`src/rtl/alu_pkg.sv`:
```
// Shared ALU definitions for the LEGv8 datapath.
// Holds the nibble-serial adder state encoding and its default sizing constants.
package alu_pkg;

  // Default datapath width; the adder itself takes WIDTH as a parameter.
  localparam int unsigned NSA_WIDTH   = 64;
  localparam int unsigned NSA_NIBBLES = NSA_WIDTH / 4;
  localparam int unsigned NSA_IDX_W   = $clog2(NSA_NIBBLES);

  typedef enum logic [1:0] {
    IDLE = 2'd0,
    RUN  = 2'd1,
    DONE = 2'd2
  } nsa_state_t;

endpackage

```
`src/rtl/CLA_4bit.sv`:
```
// 4-bit carry-lookahead adder slice (purely combinational).
// Ports:
//   A, B  : 4-bit addends
//   Cin   : carry in
//   S     : 4-bit sum
//   Cout  : carry out of bit 3
module CLA_4bit (
  input  logic [3:0] A,
  input  logic [3:0] B,
  input  logic       Cin,
  output logic [3:0] S,
  output logic       Cout
);

  logic [3:0] g;
  logic [3:0] p;
  logic [4:0] c;

  assign g = A & B;
  assign p = A ^ B;

  // Flattened lookahead terms so no carry ripples through the slice.
  assign c[0] = Cin;
  assign c[1] = g[0] | (p[0] & Cin);
  assign c[2] = g[1] | (p[1] & g[0]) | (p[1] & p[0] & Cin);
  assign c[3] = g[2] | (p[2] & g[1]) | (p[2] & p[1] & g[0]) | (p[2] & p[1] & p[0] & Cin);
  assign c[4] = g[3] | (p[3] & g[2]) | (p[3] & p[2] & g[1]) | (p[3] & p[2] & p[1] & g[0])
              | (p[3] & p[2] & p[1] & p[0] & Cin);

  assign S    = p ^ c[3:0];
  assign Cout = c[4];

endmodule

```
`src/rtl/nibble_serial_adder64.sv`:
```
// Multi-cycle add/subtract unit: pushes one nibble per cycle through a CLA_4bit
// slice, keeps the ripple carry in a register and produces N/Z/C/V on completion.
// Ports:
//   clk, rst_n          : clock, asynchronous active-low reset
//   start, sub, a, b    : request, 0=A+B / 1=A-B, operands (sampled when not busy)
//   busy                : nibbles in flight
//   done                : one-cycle pulse, result and flags valid
//   result              : sum/difference, held until next accepted start
//   flag_n/z/c/v        : negative, zero, carry-out (1 = no borrow on SUB), overflow
module nibble_serial_adder64
  import alu_pkg::*;
#(
  parameter int unsigned WIDTH = NSA_WIDTH
) (
  input  logic             clk,
  input  logic             rst_n,
  input  logic             start,
  input  logic             sub,
  input  logic [WIDTH-1:0] a,
  input  logic [WIDTH-1:0] b,
  output logic             busy,
  output logic             done,
  output logic [WIDTH-1:0] result,
  output logic             flag_n,
  output logic             flag_z,
  output logic             flag_c,
  output logic             flag_v
);

  localparam int unsigned NIBBLES = WIDTH / 4;
  localparam int unsigned IDX_W   = (NIBBLES > 1) ? $clog2(NIBBLES) : 1;
  localparam logic [IDX_W-1:0] LAST_IDX = IDX_W'(NIBBLES - 1);

  nsa_state_t       state_q;
  logic [IDX_W-1:0] idx_q;
  logic             carry_q;
  logic [WIDTH-1:0] opa_q;
  logic [WIDTH-1:0] opb_q;
  logic [WIDTH-1:0] result_q;
  logic [WIDTH-1:0] result_d;
  logic             n_q, z_q, c_q, v_q;

  logic [3:0] nib_a;
  logic [3:0] nib_b;
  logic [3:0] nib_s;
  logic       nib_cout;
  logic       accept;
  logic       last;

  // New work is taken in IDLE and DONE; requests during RUN are dropped.
  assign accept = start && (state_q != RUN);
  assign last   = (idx_q == LAST_IDX);

  assign nib_a = opa_q[{idx_q, 2'b00} +: 4];
  assign nib_b = opb_q[{idx_q, 2'b00} +: 4];

  CLA_4bit u_cla (
    .A    (nib_a),
    .B    (nib_b),
    .Cin  (carry_q),
    .S    (nib_s),
    .Cout (nib_cout)
  );

  // Result with the current nibble merged in; flags are taken from this on the last nibble.
  always_comb begin
    result_d = result_q;
    result_d[{idx_q, 2'b00} +: 4] = nib_s;
  end

  always_ff @(posedge clk or negedge rst_n) begin
    if (!rst_n) begin
      state_q  <= IDLE;
      idx_q    <= '0;
      carry_q  <= 1'b0;
      opa_q    <= '0;
      opb_q    <= '0;
      result_q <= '0;
      n_q      <= 1'b0;
      z_q      <= 1'b0;
      c_q      <= 1'b0;
      v_q      <= 1'b0;
    end else if (accept) begin
      state_q  <= RUN;
      idx_q    <= '0;
      carry_q  <= sub;              // the +1 of two's-complement subtract
      opa_q    <= a;
      opb_q    <= b ^ {WIDTH{sub}};
      result_q <= '0;
      n_q      <= 1'b0;
      z_q      <= 1'b0;
      c_q      <= 1'b0;
      v_q      <= 1'b0;
    end else if (state_q == RUN) begin
      result_q <= result_d;
      carry_q  <= nib_cout;
      if (last) begin
        state_q <= DONE;
        idx_q   <= '0;
        n_q     <= result_d[WIDTH-1];
        z_q     <= (result_d == '0);
        c_q     <= nib_cout;
        v_q     <= (opa_q[WIDTH-1] == opb_q[WIDTH-1]) &&
                   (result_d[WIDTH-1] != opa_q[WIDTH-1]);
      end else begin
        idx_q <= idx_q + 1'b1;
      end
    end else begin
      // DONE without a new request, or an unused encoding.
      state_q <= IDLE;
    end
  end

  assign busy   = (state_q == RUN);
  assign done   = (state_q == DONE);
  assign result = result_q;
  assign flag_n = n_q;
  assign flag_z = z_q;
  assign flag_c = c_q;
  assign flag_v = v_q;

endmodule

```
`config.mk`:
```
export PLATFORM = sky130hd
export DESIGN_NAME = nibble_serial_adder64
export DESIGN_NICKNAME = d
export VERILOG_FILES = /design/src/rtl/alu_pkg.sv /design/src/rtl/CLA_4bit.sv /design/src/rtl/nibble_serial_adder64.sv
export SDC_FILE = /design/constraint.sdc
export NUM_CORES = 1
export LEC_CHECK = 0
export CAP_MARGIN = 20
export CORE_MARGIN = 3
export CORE_UTILIZATION = 30
export CTS_BUF_LIST = sky130_fd_sc_hd__clkbuf_8
export CTS_CLUSTER_SIZE = 28
export DETAILED_ROUTE_END_ITERATION = 6
export PLACE_DENSITY = 0.5
export SYNTH_ARGS = -nofsm -noshare
export SYNTH_HDL_FRONTEND = slang
export SYNTH_SLANG_ARGS = --single-unit
```
`constraint.sdc`:
```
create_clock -name clk -period 4.8 [get_ports clk]
set_input_delay 0.96 -clock clk [delete_from_list [all_inputs] [get_ports clk]]
set_output_delay 0.96 -clock clk [all_outputs]
set_load 0.1 [all_outputs]
```
**After elaboration in Yosys (flattened, before gate mapping)**

Cells that the tools add are included.
W data, S select, Z words.

- Flip-flop bits (word level): 203
- Input port bits: 132
- Memory bits (writable): 0
- Latch bits: 0
- Memories kept: 0
- Logic and storage cells: 82
- ROM bits: 0

- Bitwise operators: 30
- Order comparisons: 0
- Reduce and logical (&&, ||, !) cells: 6
- Mux-type cells: 23
- Equal/unequal tests: 7
- Add/sub/neg operators: 2
- $mul: 0
- Divide/modulo/power cells: 0
- Shift operators: 4

Operators by type and width:

| kind | count |
|---|---|
| $mux W64 | 2 |
| $shiftx A64 B7 Y4 | 2 |
| $bwmux W64 | 1 |
| $logic_not A64 Y1 | 1 |
| $shift A4 B8 Y64 const A | 1 |
| $shiftx A4 B8 Y64 | 1 |
| $xor A64 B64 Y64 | 1 |
| $and A1 B1 Y1 | 16 |
| $mux W1 | 14 |
| $mux W4 | 3 |
| $or A1 B1 Y1 | 10 |
| $neg A6 Y8 | 1 |
| $xor A4 B4 Y4 | 2 |
| $mux W2 | 3 |
| $add A4 B1 Y4 const B | 1 |
| $and A4 B4 Y4 | 1 |
| $eq A4 B4 Y1 const B | 1 |
| $reduce_bool A2 Y1 | 2 |
| $ne A3 B1 Y1 const B | 1 |
| $eq A2 B1 Y1 const B | 1 |
| $eq A2 B2 Y1 const B | 1 |
| $logic_and A1 B1 Y1 | 2 |
| $ne A2 B1 Y1 const B | 1 |
| $reduce_and A2 Y1 | 1 |
| 2 further kinds | 2 |

**Depth between registers and ports, before layout**

Gate-level depths: netlist of run 1.

- Word-level depth: 14
- Mapped depth: 20
- Gate-level depth less buffers: 15

**Cells and area by module**

From an unflattened synthesis of run 1, not the netlist that was laid out.

- Cell total of the unflattened synthesis: 1116
- Area, all modules: 10397.5 µm²

By module, submodules not included:

| module | cells each | area an instance (µm²) | times used |
|---|---|---|---|
| nibble_serial_adder64 | 1099 | 10249.8 | 1 |
| CLA_4bit | 17 | 147.6 | 1 |

**Worst setup path after synthesis of run 1**

OpenSTA, ideal clock, no wires.

- Kind: register to register
- Start: register idx_q[0]
- End: register z_q (netlist: flag_z)
- Setup slack: 0.765 ns
- Arrival: 3.943 ns
- Required time: 4.708 ns
- Stages on the path, launching flop included: 19
- Setup time: 0.092 ns
- Clock period less this slack: 4.035 ns
- Cells stage by stage: dfrtp_1 > buf_2 > buf_2 > buf_2 > buf_2 > mux2i_1 > a21oi_1 > a22oi_1 > o21ai_0 > fa_1 > xor2_1 > nand2b_1 > clkbuf_1 > nand2_1 > mux2i_1 > a2111oi_0 > and4_1 > nand4_1 > o31ai_2

- Word-level cells in the longest chain between the ends: 13
- Elaborated cells on any way between the ends: 31
- Classes of those cells: add/sub: 1; eq/ne: 1; shift: 4; mux: 4; bitwise: 18; reduce/logical: 3

RTL lines:

| element | RTL line | RTL |
|---|---|---|
| start: declaration | nibble_serial_adder64.sv:35 | `logic [IDX_W-1:0] idx_q;` |
| start signal: assignment | nibble_serial_adder64.sv:106 | `idx_q <= idx_q + 1'b1;` |
| $shiftx A64 B7 Y4 (on tied branches) | nibble_serial_adder64.sv:54, nibble_serial_adder64.sv:55 |  |
| $xor A4 B4 Y4 / $and A4 B4 Y4 (equally long branches) | CLA_4bit.sv:20, CLA_4bit.sv:19 |  |
| $and A1 B1 Y1 | CLA_4bit.sv:26 | `assign c[3] = g[2] \| (p[2] & g[1]) \| (p[2] & p[1] & g[0]) \| (p[2] & p[1] & p[0] & Cin);` |
| $or A1 B1 Y1 / $and A1 B1 Y1 (equally long branches) (2 in a row) | CLA_4bit.sv:26 |  |
| $or A1 B1 Y1 | CLA_4bit.sv:26 |  |
| $xor A4 B4 Y4 | CLA_4bit.sv:30 | `assign S = p ^ c[3:0];` |
| $shiftx A4 B8 Y64 | nibble_serial_adder64.sv:68 | `result_d[{idx_q, 2'b00} +: 4] = nib_s;` |
| $bwmux W64 | nibble_serial_adder64.sv:68 |  |
| $logic_not A64 Y1 | nibble_serial_adder64.sv:101 | `z_q <= (result_d == '0);` |
| $mux W1 | nibble_serial_adder64.sv:97 | `if (last) begin` |
| $mux W1 | nibble_serial_adder64.sv:94 | `end else if (state_q == RUN) begin` |
| $mux W1 | nibble_serial_adder64.sv:83 | `end else if (accept) begin` |
| end signal: assignment | nibble_serial_adder64.sv:101 |  |
| end: declaration | nibble_serial_adder64.sv:41 | `logic n_q, z_q, c_q, v_q;` |

Several ways; a longest one is shown, not always the timed one. The select of a mux whose other input is x is not followed.
A chain may end at the register's enable or synchronous reset.

**Worst setup path after layout of run 1**

Ends and elaborated chain as after synthesis.

==> summary.md, run 1 <==
| Metric | Value |
|---|---|
| Most used flip-flop cell after synthesis | `dfrtp_1` |
| Commonest non-fill, non-tap cell in the layout | `nand2_1` |
| Distinct cells, synth | `63` |
| Port Buf Inserts | `201` |
| Type of destination of the critical path | `register` |
| Commonest non-fill, non-tap cells in the layout | `330 x nand2_1, 202 x dfrtp_1, 199 x clkdlybuf4s50_1` |
| Via density per instance | `4.87` |
| Synth Warn # | `0` |
| Die footprint | `36700 µm²` |
| Type of the worst setup path | `reg2reg` |
| Total area of multi-input combinational cells | `4930 µm²` |
| Clock Path Buffers | `3` |
| Launching element type of the critical path | `register` |
| Fraction of the core area covered by cells at the end of the flow | `0.402` |
| Area growth, synth to finish | `31.3%` |
| WL/cell | `18.2 µm` |
| H-tree depth reported by CTS | `2` |
| Max-cap check violation count | `0` |
| Worst Path Arrival | `4.79 ns` |
| Number of enable-type register cells in the synthesized netlist | `0` |
| Hold slack | `0.472 ns` |
| Global-route total usage across every layer | `0.176` |
| Summed instance area of the synthesized netlist | `10300 µm²` |
| Fin nets | `1459` |
| Sum Neg Setup Slack | `0 ns` |
| Half-perimeter wire length of the detailed placement result | `24000 µm` |
| Endpoint of the worst-slack reg-to-reg timing path | `flag_z` |
| Setup-failing EPs final | `0` |
| Worst-case clock skew | `0.0309 ns` |
| # hold bufs at CTS | `0` |
| Detailed Route Iter0 Violations | `551` |
| Cell count after synthesis | `1124` |
| DRC violation count after routing | `0` |
| First-pass GRT wire length | `50600 µm` |
| Sequential cell area | `5080 µm²` |
| Placement Rows | `67` |
| Count of TritonRoute iterations in the first routing pass | `4` |
| Setup fix buffers added after clock tree synthesis | `0` |
| Crit path time final | `4.35 ns` |
| Hold depth | `2` |
| Placed Cells incl. Taps | `1724` |
| Filler cells | `3411` |
| Clock insertion delay at the later pin of the skew report | `0.53 ns` |
| Vias in the first global route | `8785` |
| Routed wire length | `32600 µm` |
| Number of antenna repair diodes | `0` |
| Starting Density | `0.306` |
| Number of nets in the synthesized netlist | `1267` |
| Hold worst-path end | `opa_q[50]` |
| CTS clock-pin slew for the worst setup and hold paths | `0.07 ns` |
| Fraction of the yosys area taken by sequential cells | `0.491` |
| Final critical-path share of the clock period | `0.906` |
| Largest fanout on the critical path | `32` |
| Ports placed on the boundary | `202` |
| Unrepaired setup endpoints after global routing | `no` |
| Antenna violations before repair | `0` |
| Endpoint required time on the critical path | `5.25 ns` |
| Worst min-delay path class | `reg2reg` |
| Final cell count without fillers | `1789` |
| Normalized max-slew margin | `0.281` |
| Fraction of registers with async set/reset | `1.00` |
| GPL Wtd Cong | `0.877` |
| Max Freq | `0.230 GHz` |
| Setup slack, reg-to-reg | `0.45 ns` |
| Sum of overflow across all layers after global routing | `0` |
| Worst setup path startpoint | `idx_q[0]` |
| Core outline area | `33800 µm²` |
| TritonCTS buffer count | `37` |
| Slew @ Worst Pin | `1.08 ns` |
| RR Startpoint | `idx_q[0]` |
| Depth of the most critical reg-to-reg path | `14` |
| Share of cells above drive strength 1 | `0.0843` |
| Die extent in x | `192 µm` |
| Synthesized area per cell | `9.20 µm²` |
| Root cell of the clock tree | `clkbuf_8` |
| Final slew viol count | `0` |
| Total count of hold-check failures in the final report | `0` |
| Antenna viol nets, final | `0` |
| Outcome | `complete, no violations` |
| Number of flip-flops and latches in the synthesized netlist | `203` |
| Cells resized by post-CTS repair | `0` |
| Largest net degree at the start of global routing | `103` |
| TritonCTS clock tree | `yes` |
| CTS sink count | `203` |
| Die height | `192 µm` |
| DR vias | `8714` |
| Launch instance of the worst min-delay path | `opa_q[50]` |
==> cells in the mapped netlist (6+ instances only) <==
| library cell | instances | area, µm² |
|---|---|---|
| a21oi_1 | 23 | 115 |
| mux4_2 | 16 | 360 |
| o22ai_1 | 6 | 37.5 |
| clkbuf_1 | 43 | 161 |
| mux2i_1 | 28 | 280 |
| nand2b_1 | 9 | 56.3 |
| buf_1 | 14 | 52.6 |
| a22oi_1 | 10 | 75.1 |
| nor2_1 | 21 | 78.8 |
| nand3_1 | 44 | 220 |
| ha_1 | 10 | 125 |
| a21o_1 | 10 | 75.1 |
| dfrtp_1 | 203 | 5080 |
| nand2_1 | 331 | 1240 |
| a221oi_1 | 8 | 70.1 |
| buf_2 | 13 | 65.1 |
| nor4_1 | 7 | 43.8 |
| a32o_1 | 9 | 90.1 |
| o31ai_1 | 6 | 45.0 |
| nor3_1 | 9 | 45.0 |
| inv_1 | 13 | 48.8 |
| o21ai_0 | 146 | 731 |
| xnor2_1 | 68 | 596 |
==> worst max-delay path by stage <==
| stage | endpoint | slack, ns | cells after the start |
|---|---|---|---|
| 5_1_grt | flag_z | 0.02 | 14 |
| 6_report | flag_z | 0.45 | 14 |
| 3_3_place_gp | flag_z | 0.59 | 12 |
| 4_1_cts | flag_z | 0.44 | 15 |
| 2_1_floorplan | flag_z | 0.77 | 18 |
| 3_5_place_dp | flag_z | 0.45 | 15 |
==> layer usage <==
layer,vias to the layer above,global-route usage,wire [µm]
li1,4254,-,-
met1,4137,0.250,15300
met2,274,0.278,14900
met3,49,0.0343,1720
met4,0,0.0409,595
met5,-,0,0
==> sequential cells by signal (all words and copies together), names as in the netlist <==
| register | flops |
|---|---|
| flag_z | 1 |
| flag_v | 1 |
| flag_c | 1 |
| opa_q | 64 |
| result | 64 |
| state_q | 2 |
| idx_q | 4 |
| opb_q | 64 |
| flag_n | 1 |
| carry_q | 1 |
==> cells by family (layout without fill, tap and decap cells) <==
| logic type | count (synthesis) | in the layout | synth area share |
|---|---|---|---|
| XOR/XNOR | 71 | 71 | 0.0601 |
| flip-flops | 203 | 203 | 0.491 |
| adder cells (fa/ha/maj) | 11 | 11 | 0.0140 |
| AO/OA/AOI/OAI | 246 | 246 | 0.143 |
| multiplexers | 50 | 50 | 0.0687 |
| AND/OR/NAND/NOR | 458 | 458 | 0.190 |
| buffers and inverters | 85 | 302 | 0.0328 |
==> per-stage QoR <==
stage          instance area [µm²]  setup WS [ns]
2_1_floorplan                10300          0.765
3_3_place_gp                 12800          0.592
3_5_place_dp                 12800          0.453
4_1_cts                      13600          0.443
5_1_grt                      13600         0.0160
6_report                     13600          0.451
==> critical path: stages (launching register included) <==
cell,delay [ns]
dfrtp_4,0.82
buf_12,0.26
mux2i_1,0.09
a221oi_1,0.36
nor2_1,0.06
o21ai_0,0.41
fa_1,0.68
inv_1,0.15
nand2b_1,0.20
nand2_1,0.13
mux2i_1,0.07
a2111oi_0,0.47
and4_1,0.27
nand4_1,0.09
o31ai_2,0.19
==> area by class of cell <==
cell class,instances,share of cell area
Inverter,14,0.00387
Multi-Input combinational cell,836,0.363
Timing Repair Buffer,224,0.164
Clock inverter,19,0.00774
Sequential cell,203,0.374
Clock buffer,45,0.0456
Tap cell,448,0.0413
Power of run 1 is left out: the tool's default activity adds up to more than one toggle a clock period on the data nets, which glitch-free logic cannot reach.
==> inputs of run 2 (changes only) <==
SETUP_SLACK_MARGIN = 0.02   (was default)
==> summary.md, run 2 (synthesis gave the netlist of run 1 again) <==
| Metric | Value |
|---|---|
| Count of cell instances traversed by the critical path | `16` |
| Normalized max-slew margin | `0.283` |
| Worst setup path startpoint | `idx_q[1]` |
| H-tree depth reported by CTS | `2` |
| Commonest non-fill, non-tap cells in the layout | `330 x nand2_1, 202 x dfrtp_1, 199 x clkdlybuf4s50_1` |
| Outcome | `complete, no violations` |
| Worst-case clock skew | `0.0307 ns` |
| Launching element type of the critical path | `register` |
| TritonCTS clock tree | `yes` |
| Area growth, synth to finish | `31.5%` |
| Max-cap check violation count | `0` |
| Sum Neg Setup Slack | `0 ns` |
| Via density per instance | `4.87` |
| Routed wire length | `32800 µm` |
| Slowest Stage Delay on Critical Path | `0.52 ns` |
| Type of the worst setup path | `reg2reg` |
| Number of antenna repair diodes | `0` |
| Final std cell area, no fill | `13600 µm²` |
| Type of destination of the critical path | `register` |
| Largest fanout on the critical path | `28` |
| Port Buf Inserts | `201` |
| Antenna violations before repair | `0` |
| Share of cells above drive strength 1 | `0.0849` |
| Core outline area | `33800 µm²` |
| Worst min-delay path class | `reg2reg` |
| Most numerous cell on the critical path | `buf_4` |
| Setup slack, reg-to-reg | `0.50 ns` |
| Vias in the first global route | `8785` |
| Die height | `192 µm` |
| Die footprint | `36700 µm²` |
| Cells resized by post-CTS repair | `0` |
| Slew @ Worst Pin | `1.08 ns` |
| Clock Path Buffers | `3` |
| Largest net degree at the start of global routing | `103` |
| Slowest-stage cell, CP | `fa_1` |
| Final critical-path share of the clock period | `0.895` |
| Placement Rows | `67` |
| Ports placed on the boundary | `202` |
| Fin nets | `1460` |
| Count of buffering cells on the critical path with inverters included | `3` |
| Half-perimeter wire length of the detailed placement result | `24000 µm` |
| Final slew viol count | `0` |
| Starting Density | `0.306` |
| Crit-path leading delay family | `compound AO/OA/AOI/OAI gates` |
| CTS clock-pin slew for the worst setup and hold paths | `0.07 ns` |
| Endpoint of the worst-slack reg-to-reg timing path | `flag_z` |
| Unrepaired setup endpoints after global routing | `no` |
| Cell Chain, Critical Path | `buf_4, inv_1, nor2_1, a221oi_1, a22oi_1, o21ai_0, fa_1, xor2_1, buf_4, nand2b_1, nand2_1, mux2i_1, a2111oi_0, and4_1, nand4_1, o31ai_2` |
| Crit path time final | `4.30 ns` |
| DR vias | `8726` |
| Root cell of the clock tree | `clkbuf_8` |
| First-pass GRT wire length | `50600 µm` |
| Depth of the most critical reg-to-reg path | `16` |
| CTS sink count | `203` |
| Sum of overflow across all layers after global routing | `0` |
| Global-route total usage across every layer | `0.176` |
| DRC violation count after routing | `0` |
| Post-place instance area | `12800 µm²` |
| Worst Path Arrival | `4.74 ns` |
| TritonCTS buffer count | `37` |
| Hold slack | `0.470 ns` |
| Setup-failing EPs final | `0` |
| Commonest non-fill, non-tap cell in the layout | `nand2_1` |
| RR Startpoint | `idx_q[1]` |
| Max Freq | `0.233 GHz` |
| GPL Wtd Cong | `0.877` |
| Die extent in x | `192 µm` |
| Antenna viol nets, final | `0` |
| Total count of hold-check failures in the final report | `0` |
| Detailed Route Iter0 Violations | `567` |
| Count of TritonRoute iterations in the first routing pass | `5` |
| WL/cell | `18.3 µm` |
| Critical Path Sink | `flag_z` |
| Endpoint required time on the critical path | `5.25 ns` |
| Clock insertion delay at the later pin of the skew report | `0.53 ns` |
run 2: cell types whose count changed in the layout (fill, tap and decap cells not counted), sizes merged:
cell,delta
buf,+1
run 2: final cells by class:
cell class              instances  area, µm²
clock buffers                  45        619
repair buffers                225       2240
multi-input cells             836       4930
flip-flops and latches        203       5080
well taps                     448        561
inverters                      14       52.6
fillers                      3410      20200
clock inverters                19        105
run 2: what timing repair did:
action / 4_1_cts / 5_1_grt
setup buffers: 0 / 1
hold buffers: 0 / 0
setup endpoints to repair: 0 / 1
run 2: how the worst min path moves through the flow:
stage | endpoint | cells after the start | from
after floorplan | opa_q[44] | 2 | opa_q[44]
after global placement | opa_q[42] | 2 | opa_q[42]
after detailed placement | opa_q[50] | 2 | opa_q[50]
after CTS | opa_q[50] | 2 | opa_q[50]
after global routing | opa_q[59] | 2 | opa_q[59]
final | opa_q[50] | 2 | opa_q[50]
run 2: worst reg2reg max path: stages, from the launching register on:
cell,delay (ns)
dfrtp_1,0.34
buf_4,0.36
inv_1,0.10
nor2_1,0.42
a221oi_1,0.18
a22oi_1,0.18
o21ai_0,0.24
fa_1,0.52
xor2_1,0.18
buf_4,0.18
nand2b_1,0.30
nand2_1,0.14
mux2i_1,0.07
a2111oi_0,0.47
and4_1,0.27
nand4_1,0.09
o31ai_2,0.19
run 2: routing by layer:
layer | track usage | vias to the layer above | routed length, µm
met5 | 0 | - | 0
met4 | 0.0409 | 0 | 599
met3 | 0.0343 | 49 | 1710
met2 | 0.278 | 264 | 15000
met1 | 0.250 | 4157 | 15500
li1 | - | 4256 | -
run 2: per-stage QoR:
stage               worst slack [ns]  utilization  instances
floorplan                      0.765            -       1124
global placement               0.592        0.380       1724
detailed placement             0.453        0.380       1724
CTS                            0.443        0.401       1788
global route                   0.103        0.402       1790
finish                         0.504        0.402       1790
Power of run 2 is left out for the same reason.
==> inputs of run 3 (changes only) <==
MAX_ROUTING_LAYER = met4   (was default)
==> summary.md, run 3 (synthesis gave the netlist of run 1 again) <==
| Metric | Value |
|---|---|
| Setup slack, reg-to-reg | `0.43 ns` |
| Detailed Route Iter0 Violations | `532` |
| Global-route total usage across every layer | `0.183` |
| Total area of multi-input combinational cells | `4930 µm²` |
| Port Buf Inserts | `201` |
| Worst Path Arrival | `4.82 ns` |
| RR Startpoint | `idx_q[0]` |
| Hold depth | `2` |
| Root cell of the clock tree | `clkbuf_8` |
| Commonest non-fill, non-tap cell in the layout | `nand2_1` |
| Max Freq | `0.229 GHz` |
| Share of cells above drive strength 1 | `0.0906` |
| Cell Chain, Critical Path | `buf_12, mux4_2, a22oi_1, o21ai_0, fa_1, xor2_1, buf_4, nand2b_1, nand2_1, mux2i_1, a2111oi_0, and4_1, nand4_1, o31ai_2` |
| Max-cap check violation count | `0` |
| Unrepaired setup endpoints after global routing | `no` |
| Sum Neg Setup Slack | `0 ns` |
| Vias in the first global route | `9130` |
| Total count of hold-check failures in the final report | `0` |
| Antenna viol nets, final | `0` |
| Commonest non-fill, non-tap cells in the layout | `330 x nand2_1, 202 x dfrtp_1, 199 x clkdlybuf4s50_1` |
| Largest fanout on the critical path | `23` |
| Area growth, synth to finish | `31.9%` |
| Clock insertion delay at the later pin of the skew report | `0.54 ns` |
| Die extent in x | `192 µm` |
| Crit path time final | `4.37 ns` |
| Outcome | `complete, no violations` |
| Number of antenna repair diodes | `0` |
| Fraction of the core area covered by cells at the end of the flow | `0.404` |
| Slowest-stage cell, CP | `dfrtp_4` |
| Slowest Stage Delay on Critical Path | `0.70 ns` |
| Slew @ Worst Pin | `1.02 ns` |
| Hold worst-path end | `opa_q[31]` |
| Clock Path Buffers | `3` |
| Count of TritonRoute iterations in the first routing pass | `5` |
| CTS clock-pin slew for the worst setup and hold paths | `0.07 ns` |
| CTS sink count | `203` |
| Antenna violations before repair | `0` |
| Sum of overflow across all layers after global routing | `0` |
| Setup fix buffers added after clock tree synthesis | `0` |
| First-pass GRT wire length | `51500 µm` |
| TritonCTS clock tree | `yes` |
| Final std cell area, no fill | `13600 µm²` |
| Depth of the most critical reg-to-reg path | `14` |
| Final cell count without fillers | `1795` |
| Half-perimeter wire length of the detailed placement result | `24100 µm` |
| Type of destination of the critical path | `register` |
| Die footprint | `36700 µm²` |
| WL/cell | `18.2 µm` |
| # hold bufs at CTS | `0` |
| DR vias | `8668` |
| Worst-case clock skew | `0.0206 ns` |
| Fin nets | `1463` |
| Type of the worst setup path | `reg2reg` |
| Normalized max-slew margin | `0.320` |
| Starting Density | `0.306` |
| Launching element type of the critical path | `register` |
| H-tree depth reported by CTS | `2` |
| Ports placed on the boundary | `202` |
| Setup-failing EPs final | `0` |
| Final slew viol count | `0` |
| Via density per instance | `4.83` |
| TritonCTS buffer count | `38` |
| Sequential cell area | `5080 µm²` |
| Cells resized by post-CTS repair | `0` |
| Endpoint of the worst-slack reg-to-reg timing path | `flag_z` |
| Endpoint required time on the critical path | `5.25 ns` |
| GPL Wtd Cong | `0.898` |
| Routed wire length | `32600 µm` |
| DRC violation count after routing | `0` |
| Launch instance of the worst min-delay path | `opa_q[31]` |
| Worst min-delay path class | `reg2reg` |
| Placement Rows | `67` |
| Final critical-path share of the clock period | `0.910` |
| Die height | `192 µm` |
| Core outline area | `33800 µm²` |
| Largest net degree at the start of global routing | `116` |
| Placed Cells incl. Taps | `1726` |
| Filler cells | `3424` |
| Post-place instance area | `12800 µm²` |
-- run 3: changes by cell type in the layout (fill, tap and decap cells not counted), moves of 2 or more --
cell	delta
buf_12	-2
buf_4	+3
clkbuf_8	+3
clkinv_2	+2
inv_1	-3
-- run 3: stage by stage --
step | setup WS [ns] | hold slack (ns)
after floorplan | 0.765 | 0.440
after CTS | 0.392 | 0.477
after global placement | 0.570 | 0.460
after global routing | 0.0507 | 0.503
final | 0.431 | 0.473
after detailed placement | 0.457 | 0.463
-- run 3: cell type report --
type	count	area share
flip-flops and latches	203	0.373
repair buffers	227	0.165
inverters	14	0.00385
clock buffers	48	0.0484
well taps	448	0.0411
clock inverters	19	0.00734
multi-input cells	836	0.362
-- run 3: how the worst max path moves through the flow --
stage / start / end / slack (ns) / cells after the start
global route: idx_q[0] / flag_z / 0.05 / 15
floorplan: idx_q[0] / flag_z / 0.77 / 18
detailed placement: idx_q[0] / flag_z / 0.46 / 14
finish: idx_q[0] / flag_z / 0.43 / 14
CTS: idx_q[0] / flag_z / 0.39 / 14
global placement: idx_q[0] / flag_z / 0.57 / 14
-- run 3: critical path, delay by kind of cell (launching register included) --
kind                       cells  cell delay [ns]
xor gates and xnor gates       1             0.18
muxes                          2             0.60
adders and majority gates      1             0.51
DFF                            1             0.70
buffers and inverters          2             0.45
and+or+nand+nor                4             0.78
AOI/OAI and AO/OA              4             1.05
-- run 3: layer usage --
layer / track usage / part of all wire / up-vias
met5: - / 0 / -
met3: 0.0254 / 0.050 / 53
met2: 0.292 / 0.47 / 259
met4: 0.0387 / 0.016 / 0
li1: - / - / 4260
met1: 0.252 / 0.47 / 4096
Power of run 3 is left out for the same reason.
